### src/rtl/pc_sequencer.sv
// pc_sequencer: program-counter sequencer with optional return-address stack.
// Optional feature macro: PC_SEQUENCER_RAS_EN
//   defined   -> circular LIFO return-address stack of RAS_DEPTH entries
//   undefined -> no stack; CALL acts as JUMP, RET acts as SEQ, ras_count/ras_err tied 0
// All outputs come straight from registers; next-state logic is purely combinational.
module pc_sequencer #(
  parameter int unsigned       WIDTH      = 32,
  parameter int unsigned       STEP       = 4,
  parameter logic [WIDTH-1:0]  RESET_ADDR = '0,
  parameter int unsigned       RAS_DEPTH  = 4
) (
  input  logic                       clk,
  input  logic                       reset,
  input  logic                       stall,
  input  logic [2:0]                 op,
  input  logic                       taken,
  input  logic [WIDTH-1:0]           offset,
  input  logic [WIDTH-1:0]           target,
  output logic [WIDTH-1:0]           pc_out,
  output logic [$clog2(RAS_DEPTH):0] ras_count,
  output logic                       ras_err
);

  localparam int unsigned SW = $clog2(RAS_DEPTH);
  localparam int unsigned CW = SW + 1;

  localparam logic [WIDTH-1:0] STEP_W = WIDTH'(STEP);

  typedef enum logic [2:0] {
    OP_SEQ    = 3'b000,
    OP_BRANCH = 3'b001,
    OP_JUMP   = 3'b010,
    OP_CALL   = 3'b011,
    OP_RET    = 3'b100
  } op_e;

  op_e              op_q;
  logic [WIDTH-1:0] pc_seq;
  logic [WIDTH-1:0] pc_br;
  logic [WIDTH-1:0] pc_next;

  assign op_q = op_e'(op);

  // Candidate addresses; sums wrap modulo 2^WIDTH by truncation.
  always_comb begin
    pc_seq = pc_out + STEP_W;
    pc_br  = pc_out + offset;
  end

`ifdef PC_SEQUENCER_RAS_EN

  localparam logic [SW-1:0] SP_ONE  = SW'(1);
  localparam logic [CW-1:0] CNT_ONE = CW'(1);
  localparam logic [CW-1:0] CNT_MAX = CW'(RAS_DEPTH);

  // Entries are never reset: they are unreachable while ras_count is 0.
  logic [WIDTH-1:0] ras_mem [RAS_DEPTH];
  // sp points at the next slot to write; when full it points at the oldest entry,
  // so a push on a full stack overwrites the oldest return address.
  logic [SW-1:0]    sp;
  logic [SW-1:0]    sp_top;
  logic [WIDTH-1:0] ras_top;
  logic             ras_full;
  logic             ras_empty;
  logic             do_push;
  logic             do_pop;

  // Stack status and top-of-stack read.
  always_comb begin
    sp_top    = sp - SP_ONE;
    ras_top   = ras_mem[sp_top];
    ras_full  = (ras_count == CNT_MAX);
    ras_empty = (ras_count == '0);
    do_push   = !stall && (op_q == OP_CALL);
    do_pop    = !stall && (op_q == OP_RET) && !ras_empty;
  end

  // Next PC selection with stack-aware RET.
  always_comb begin
    pc_next = pc_seq;
    unique case (op_q)
      OP_BRANCH: pc_next = taken ? pc_br : pc_seq;
      OP_JUMP:   pc_next = target;
      OP_CALL:   pc_next = target;
      OP_RET:    pc_next = ras_empty ? pc_seq : ras_top;
      default:   pc_next = pc_seq;
    endcase
  end

  // Stack storage write; gated by reset so a CALL coinciding with reset leaves no trace.
  always_ff @(posedge clk) begin
    if (reset && do_push)
      ras_mem[sp] <= pc_seq;
  end

  // PC, stack pointer, occupancy and error pulse.
  always_ff @(posedge clk or negedge reset) begin
    if (!reset) begin
      pc_out    <= RESET_ADDR;
      sp        <= '0;
      ras_count <= '0;
      ras_err   <= 1'b0;
    end else if (stall) begin
      ras_err   <= 1'b0;
    end else begin
      pc_out  <= pc_next;
      ras_err <= 1'b0;
      if (do_push) begin
        sp <= sp + SP_ONE;
        if (ras_full) ras_err   <= 1'b1;
        else          ras_count <= ras_count + CNT_ONE;
      end else if (op_q == OP_RET) begin
        if (ras_empty) begin
          ras_err <= 1'b1;
        end else begin
          sp        <= sp_top;
          ras_count <= ras_count - CNT_ONE;
        end
      end
    end
  end

  // do_pop is folded into the RET branch above; kept as a named term for readability.
  logic unused_pop;
  assign unused_pop = do_pop;

`else

  // Next PC selection without a stack: CALL jumps, RET falls through.
  always_comb begin
    pc_next = pc_seq;
    unique case (op_q)
      OP_BRANCH: pc_next = taken ? pc_br : pc_seq;
      OP_JUMP:   pc_next = target;
      OP_CALL:   pc_next = target;
      default:   pc_next = pc_seq;
    endcase
  end

  // PC register.
  always_ff @(posedge clk or negedge reset) begin
    if (!reset)      pc_out <= RESET_ADDR;
    else if (!stall) pc_out <= pc_next;
  end

  assign ras_count = '0;
  assign ras_err   = 1'b0;

`endif

endmodule

### config.mk
export PLATFORM = sky130hd
export DESIGN_NAME = pc_sequencer
export DESIGN_NICKNAME = d
export VERILOG_FILES = /design/src/rtl/pc_sequencer.sv
export SDC_FILE = /design/constraint.sdc
export NUM_CORES = 1
export LEC_CHECK = 0
export ABC_AREA = 1
export ABC_CLOCK_PERIOD_IN_PS = 1800
export CAP_MARGIN = 0
export CORE_MARGIN = 2
export CORE_UTILIZATION = 27
export CTS_CLUSTER_SIZE = 14
export DETAILED_ROUTE_END_ITERATION = 10
export GPL_ROUTABILITY_DRIVEN = 0
export HOLD_SLACK_MARGIN = 0.06
export PLACE_DENSITY = 0.49
export SYNTH_ARGS = -nofsm -noshare
export SYNTH_HDL_FRONTEND = slang
export SYNTH_SLANG_ARGS = --single-unit
### constraint.sdc
create_clock -name clk -period 1.8 [get_ports clk]
set_input_delay 0.18 -clock clk [delete_from_list [all_inputs] [get_ports clk]]
set_output_delay 0.18 -clock clk [all_outputs]
set_load 0.03 [all_outputs]
==> out/qor.txt, run 1 <==
Post-Layout Cell Count -> 1518
Die area -> 20700 um2
Crit path from -> pc_out[0]
Bufs on Longest Clock Path -> 2
Final hold violations -> 0
Met3 Use GR -> 1.93%
Worst Setup EP -> pc_out[28]
Status -> finished, violations left
Power Dens Cells -> 834 nW/um2
Reg with most FFs -> pc_out
GRT met1 Usage -> 32.8%
Largest family of logic cells by synthesized area -> simple AND/OR/NAND/NOR gates
P&R area growth vs syn -> 82.9%
Root buffer cell -> clkbuf_16
Initial drt markers -> 461
Synth Area in Compound Gates -> 13.7%
Via count -> 7252
N_diodes -> 0
Dpl cells -> 1488
Clk_skew -> 0.00674 ns
CP Max Fanout -> 4
Hold WC Path Type -> input port to async pin
Clock Sinks -> 32
CTS tree -> done
Mapped Cells -> 991
Die height -> 144 um
Gr busiest metal -> met2
Endpoints failing setup -> 27
GRT Util Overall -> 23.4%
Synth Flop Type -> dfrtp_1
Post-route DRC -> 0
Pin count of the biggest net entering global routing -> 38
Final instance area -> 9670 um2
PnR Total Power -> 8.06 mW
Worst setup margin -> -0.163 ns
Async set-or-reset flop fraction in the synthesized netlist -> 100%
CP Capture Type -> flop
Area leader, netlist -> nand2_1
Critical Path AT -> 2.18 ns
Fmax -> 0.509 GHz
Die Width -> 144 um
Synth Cell Area -> 5290 um2
Initial antenna violation count -> 0
Detail Route Antenna Nets -> 0
Fillers -> 1938
Largest regs -> pc_out (32)
Skew-Pair Late Insertion Delay -> 0.29 ns
Hold_ws -> 0.299 ns
Final period utilization -> 109%
Worst Path Required -> 2.01 ns
Number of global-route vias before repair -> 6863
Min cycle time layout -> 1.96 ns
Max Slew Vio Count -> 0
Initial Util -> 27.3%
Num CTS Buffers -> 5
Failing checks -> setup timing
Placed cell area -> 7810 um2
Vias/cell -> 4.78
NumNets Final -> 1356
Unrepaired setup endpoints after global routing -> yes
Share of the synthesized area in the top cell type -> 24.3%
Crit Path Class -> flop to flop
Total grt overflow -> 0
Row count -> 51
Routed WL -> 24700 um
Mux cell area share after synthesis -> 0%
Worst Setup Start Kind -> flop
Avg Inst Size Synth -> 5.34 um2
R2R setup slack -> -0.16 ns
Area contributors post-synth -> nand2_1 24%, dfrtp_1 15%, inv_1 12%, nand3_1 8.4%, nor2_1 8.0%
Xor and xnor fraction of the mapped netlist area -> 1.33%
Met2 GRT Util -> 38.8%
Number of flip-flops under the largest register name -> 32
Post-Synth Adder-Cell Area -> 7.95%
HPWL Detailed -> 19500 um
Ys Warns -> 0
IO Count -> 107
CORE AREA -> 19300 um2
Reg2Reg Depth -> 13
First-pass GRT wire length -> 36800 um
Worst reg2reg path startpoint -> pc_out[0]
Synth unique cells -> 42
EDFF count, synth -> 0
Leakage power -> 4.70 nW
Drt wl/cell -> 16.3 um
Share of cells above drive strength 1 -> 42.0%
Peak supply drop -> 0.384 mV
Reg2reg end -> pc_out[28]
Clock Pin Slew Worst Setup and Hold Paths -> 0.06 ns
Seq cells post-synth -> 32
H-tree depth -> 2
Simple-gate share of the synthesized area -> 47.3%
Fin Setup TNS -> -2.61 ns
TritonRoute pass-1 iters -> 8
# port buffers -> 102
Max-cap viol count -> 0
Sequential share of the synthesized area -> 15.1%
area by class of cell:
type	count	area (um2)	area share, %
Clock buffer	6	129	1.33
Inverter	178	673	6.96
Tap cell	265	332	3.43
Clock inverter	2	35.0	0.362
Sequential cell	32	833	8.62
Multi-Input combinational cell	764	5270	54.5
Timing Repair Buffer	271	2400	24.8
logic make-up after synthesis:
| group | after synthesis |
|---|---|
| AOI/OAI and AO/OA | 127 |
| xor gates and xnor gates | 8 |
| adders and majority gates | 33 |
| buffers and inverters | 198 |
| DFF | 32 |
| other | 1 |
| and+or+nand+nor | 592 |
metrics by stage:
step	utilization (%)	setup WS, ns
final	50.0	-0.163
after global routing	50.0	-0.308
after global placement	40.4	-0.484
after floorplan	-	-0.113
after detailed placement	40.4	-0.486
after CTS	46.1	-0.127
repair_timing:
action / CTS / global route
buffers inserted: 12 / 16
hold buffers: 0 / 0
pin swaps: 83 / 111
resized for setup: 220 / 178
endpoints found under the setup margin: 29 / 33
worst max-delay path, cell delays in order (launching register included):
cell and delay (ns):
dfrtp_2 0.43, ha_4 0.17, fa_2 0.42, nand3_2 0.10, nand3_2 0.09, nand2_2 0.09
nand2_4 0.07, nand2_2 0.09, nand2_4 0.06, nand2_4 0.07, nand2_1 0.05, nand2_1 0.05
nand3_1 0.07, a21oi_2 0.11
how the worst min path moves through the flow:
stage | to | cells after the start
2_1_floorplan | pc_out[0] | 0
3_3_place_gp | pc_out[3] | 2
3_5_place_dp | pc_out[3] | 2
4_1_cts | pc_out[2] | 2
5_1_grt | pc_out[2] | 2
6_report | pc_out[2] | 2
layer usage:
metal  vias to the layer above  wire (um)
met4                         0        524
li1                       3639          -
met1                      3371      11300
met5                         -          0
met3                        31       1380
met2                       211      11500
cell usage after synthesis, types with 5 or more instances:
library cell and number:
o211ai_1 5, nand3_1 89, o21bai_1 6, a21oi_1 68, nor2_2 5, inv_2 7, clkbuf_1 10, inv_1 170
xor2_1 6, ha_1 32, a22oi_1 5, nand2_1 342, nor2_4 5, nor3_1 9, dfrtp_1 32, nor2_1 112
nand4_1 13, o21ai_0 23
placed cells by master, fill, tap and decap left out, types with 5 or more instances in the layout:
cell type,n
a21oi_1,30
a21oi_2,35
a21oi_4,5
buf_4,147
buf_6,19
clkbuf_16,5
clkdlybuf4s50_1,94
dfrtp_1,6
dfrtp_2,26
ha_1,5
ha_4,27
inv_1,152
inv_2,23
nand2_1,231
nand2_2,79
nand2_4,36
nand3_1,53
nand3_2,30
nand3_4,8
nand4_1,13
nor2_1,75
nor2_2,22
nor2_4,25
nor3_2,6
o211ai_1,5
o21ai_0,8
o21ai_1,8
o21ai_2,9
o21bai_1,5
xor2_1,5
power by group:
group	switching [mW]	internal [mW]
Sequential	0.230	0.876
Combinational	3.36	2.59
Clock	0.346	0.652
No activity file was read; power rests on OpenSTA's default activity.
==> inputs of run 2 (changes only) <==
--- a/config.mk
+++ b/config.mk
@@ -7,7 +7,7 @@
 export LEC_CHECK = 0
 export ABC_AREA = 1
 export ABC_CLOCK_PERIOD_IN_PS = 1800
-export CAP_MARGIN = 0
+export CAP_MARGIN = 5
 export CORE_MARGIN = 2
 export CORE_UTILIZATION = 27
 export CTS_CLUSTER_SIZE = 14
@@ -15,6 +15,7 @@
 export GPL_ROUTABILITY_DRIVEN = 0
 export HOLD_SLACK_MARGIN = 0.06
 export PLACE_DENSITY = 0.49
+export REMOVE_ABC_BUFFERS = 1
 export SYNTH_ARGS = -nofsm -noshare
 export SYNTH_HDL_FRONTEND = slang
 export SYNTH_SLANG_ARGS = --single-unit
==> out/qor.txt, run 2 (synthesis gave the netlist of run 1 again) <==
Final hold violations -> 0 (unchanged)
Num CTS Buffers -> 5 (unchanged)
Min cycle time layout -> 2.00 ns (+0.0339 ns)
CTS tree -> done
Die area -> 20700 um2 (unchanged)
Via count -> 7205 (-0.65%)
Final period utilization -> 111% (+1.9 points)
Initial Util -> 27.3% (unchanged)
Slew @ Worst Pin -> 0.511 ns
Clk_skew -> 0.00299 ns (-0.00375 ns)
Max-cap viol count -> 0 (unchanged)
Pin count of the biggest net entering global routing -> 47 (+24%)
CP Buf/Inv Count -> 1 (+1)
Bufs on Longest Clock Path -> 2 (unchanged)
Largest stage delay on the critical path -> 0.42 ns (about the same)
CORE AREA -> 19300 um2 (unchanged)
# port buffers -> 102 (unchanged)
Worst path depth -> 13 (unchanged)
Fillers -> 2027 (+4.6%)
Detail Route Antenna Nets -> 0 (unchanged)
Peak supply drop -> 0.379 mV (-1.3%)
Max Slew Vio Count -> 0 (unchanged)
Number of global-route vias before repair -> 6825 (-0.55%)
GRT Util Overall -> 23.6% (+0.25 points)
Die height -> 144 um (unchanged)
Root buffer cell -> clkbuf_16
Crit Path Class -> flop to flop
Relative slew slack -> 65.9%
P&R area growth vs syn -> 76.2%
Reg2Reg Depth -> 13 (unchanged)
N_diodes -> 0 (unchanged)
Initial antenna violation count -> 0 (unchanged)
Reg with most FFs -> pc_out
Number of flip-flops under the largest register name -> 32 (unchanged)
Unrepaired setup endpoints after global routing -> yes
Leakage power -> 4.54 nW (-3.4%)
HPWL Detailed -> 19700 um (+0.94%)
Fmax -> 0.501 GHz (-1.7%)
Initial drt markers -> 528 (+15%)
Clock Sinks -> 32 (unchanged)
Most common cell after layout, fill and taps aside -> nand2_1
Power Dens Cells -> 840 nW/um2 (+0.72%)
Vias/cell -> 4.76 (-0.32%)
Critical-path cell list -> ha_4 -> fa_2 -> nand3_2 -> nand3_2 -> nand2_2 -> nand2_4 -> buf_6 -> nand2_2 -> nand3_2 -> nand2_2 -> nand3_2 -> nand2_2 -> a21oi_2
Share of cells above drive strength 1 -> 37.2% (-4.8 points)
Core Util, Final -> 48.2% (-1.8 points)
Endpoints failing setup -> 24 (-11%)
Critical Path AT -> 2.17 ns (about the same)
Total grt overflow -> 0 (unchanged)
First-pass GRT wire length -> 37100 um (+0.98%)
Drt wl/cell -> 16.5 um (+1.4%)
Clock Pin Slew Worst Setup and Hold Paths -> 0.06 ns (about the same)
Post-route DRC -> 0 (unchanged)
CP Max Fanout -> 3 (-1)
Slowest CP cell -> dfrtp_1
Most frequent cells in the layout -> 258 x nand2_1, 160 x inv_1, 140 x buf_4
Die Width -> 144 um (unchanged)
H-tree depth -> 2 (unchanged)
Fin Setup TNS -> -2.69 ns (-0.0819 ns)
Worst Path Required -> 1.98 ns (-0.03 ns)
NumNets Final -> 1351 (-0.37%)
Hold WC Path Type -> input port to async pin
IO Count -> 107 (unchanged)
Delay-heaviest family, CP -> simple AND/OR/NAND/NOR gates
Largest regs -> pc_out (32)
Worst Setup Start Kind -> flop
Status -> finished, violations left
Routed WL -> 25000 um (+1.0%)
Skew-Pair Late Insertion Delay -> 0.28 ns (about the same)
Failing checks -> setup timing
Row count -> 51 (unchanged)
CP Capture Type -> flop
TritonRoute pass-1 iters -> 5 (-3)
Worst setup margin -> -0.197 ns (-0.0339 ns)
[run 2: cell count changes in the layout (fill, tap and decap cells not counted), moves of 9 or more]
cell	previous run	this run
dfrtp_1	6	15
dfrtp_2	26	17
nand2_1	231	258
nand2_4	36	16
nand3_1	53	62
nand3_2	30	21
[run 2: metrics by stage]
stage | setup slack, ns | cells | instance area [um2] | power (mW) | hold WS [ns]
floorplan | -0.288 | 974 | 5200 | 3.33 | -0.116
CTS | -0.193 | 1509 | 8630 | 7.05 | 0.348
detailed placement | -0.562 | 1492 | 7710 | 5.49 | 0.635
finish | -0.197 | 1513 | 9320 | 7.82 | 0.328
global placement | -0.564 | 1492 | 7710 | 5.49 | 0.626
global route | -0.357 | 1513 | 9320 | 8.34 | 0.373
[run 2: repair_timing]
item,4_1_cts,5_1_grt
endpoints found under the setup margin,29,36
setup buffers,9,7
hold buffers,0,0
resized for setup,155,195
pin swaps,25,90
[run 2: final cells by class]
cell class | count | area, um2 | area share (%)
tap | 265 | 332 | 3.56
clock inverter | 2 | 10.0 | 0.107
inverter | 178 | 671 | 7.20
sequential | 32 | 822 | 8.82
clock buffer | 6 | 139 | 1.49
multi-input combinational | 764 | 4980 | 53.4
timing repair buffer | 266 | 2370 | 25.4
[run 2: power breakdown]
part | internal, mW | switching (mW) | leakage [nW]
Combinational | 2.54 | 3.29 | 4.12
Clock | 0.547 | 0.365 | 0.0766
Sequential | 0.869 | 0.214 | 0.342
Total | 3.96 | 3.87 | 4.54
[run 2: path summary, 6_finish.rpt]
path | from | endpoint | slack, ns
max in group asynchronous | reset | pc_out[16] | 1.08
min in group clk | target[3] | pc_out[3] | 0.51
worst max-delay path | pc_out[0] | pc_out[24] | -0.20
worst max register to register | pc_out[0] | pc_out[24] | -0.20
worst min-delay path | reset | pc_out[5] | 0.33
worst min register to register | pc_out[31] | pc_out[31] | 0.67
[run 2: layer usage]
layer	GRT usage, %	wire length, um	share of wire [%]	vias to the layer above
met5	0	0	0	-
met4	5.62	478	1.9	0
met3	1.90	1310	5.3	25
met2	38.3	11500	46	197
met1	33.9	11700	47	3345
li1	-	-	-	3638
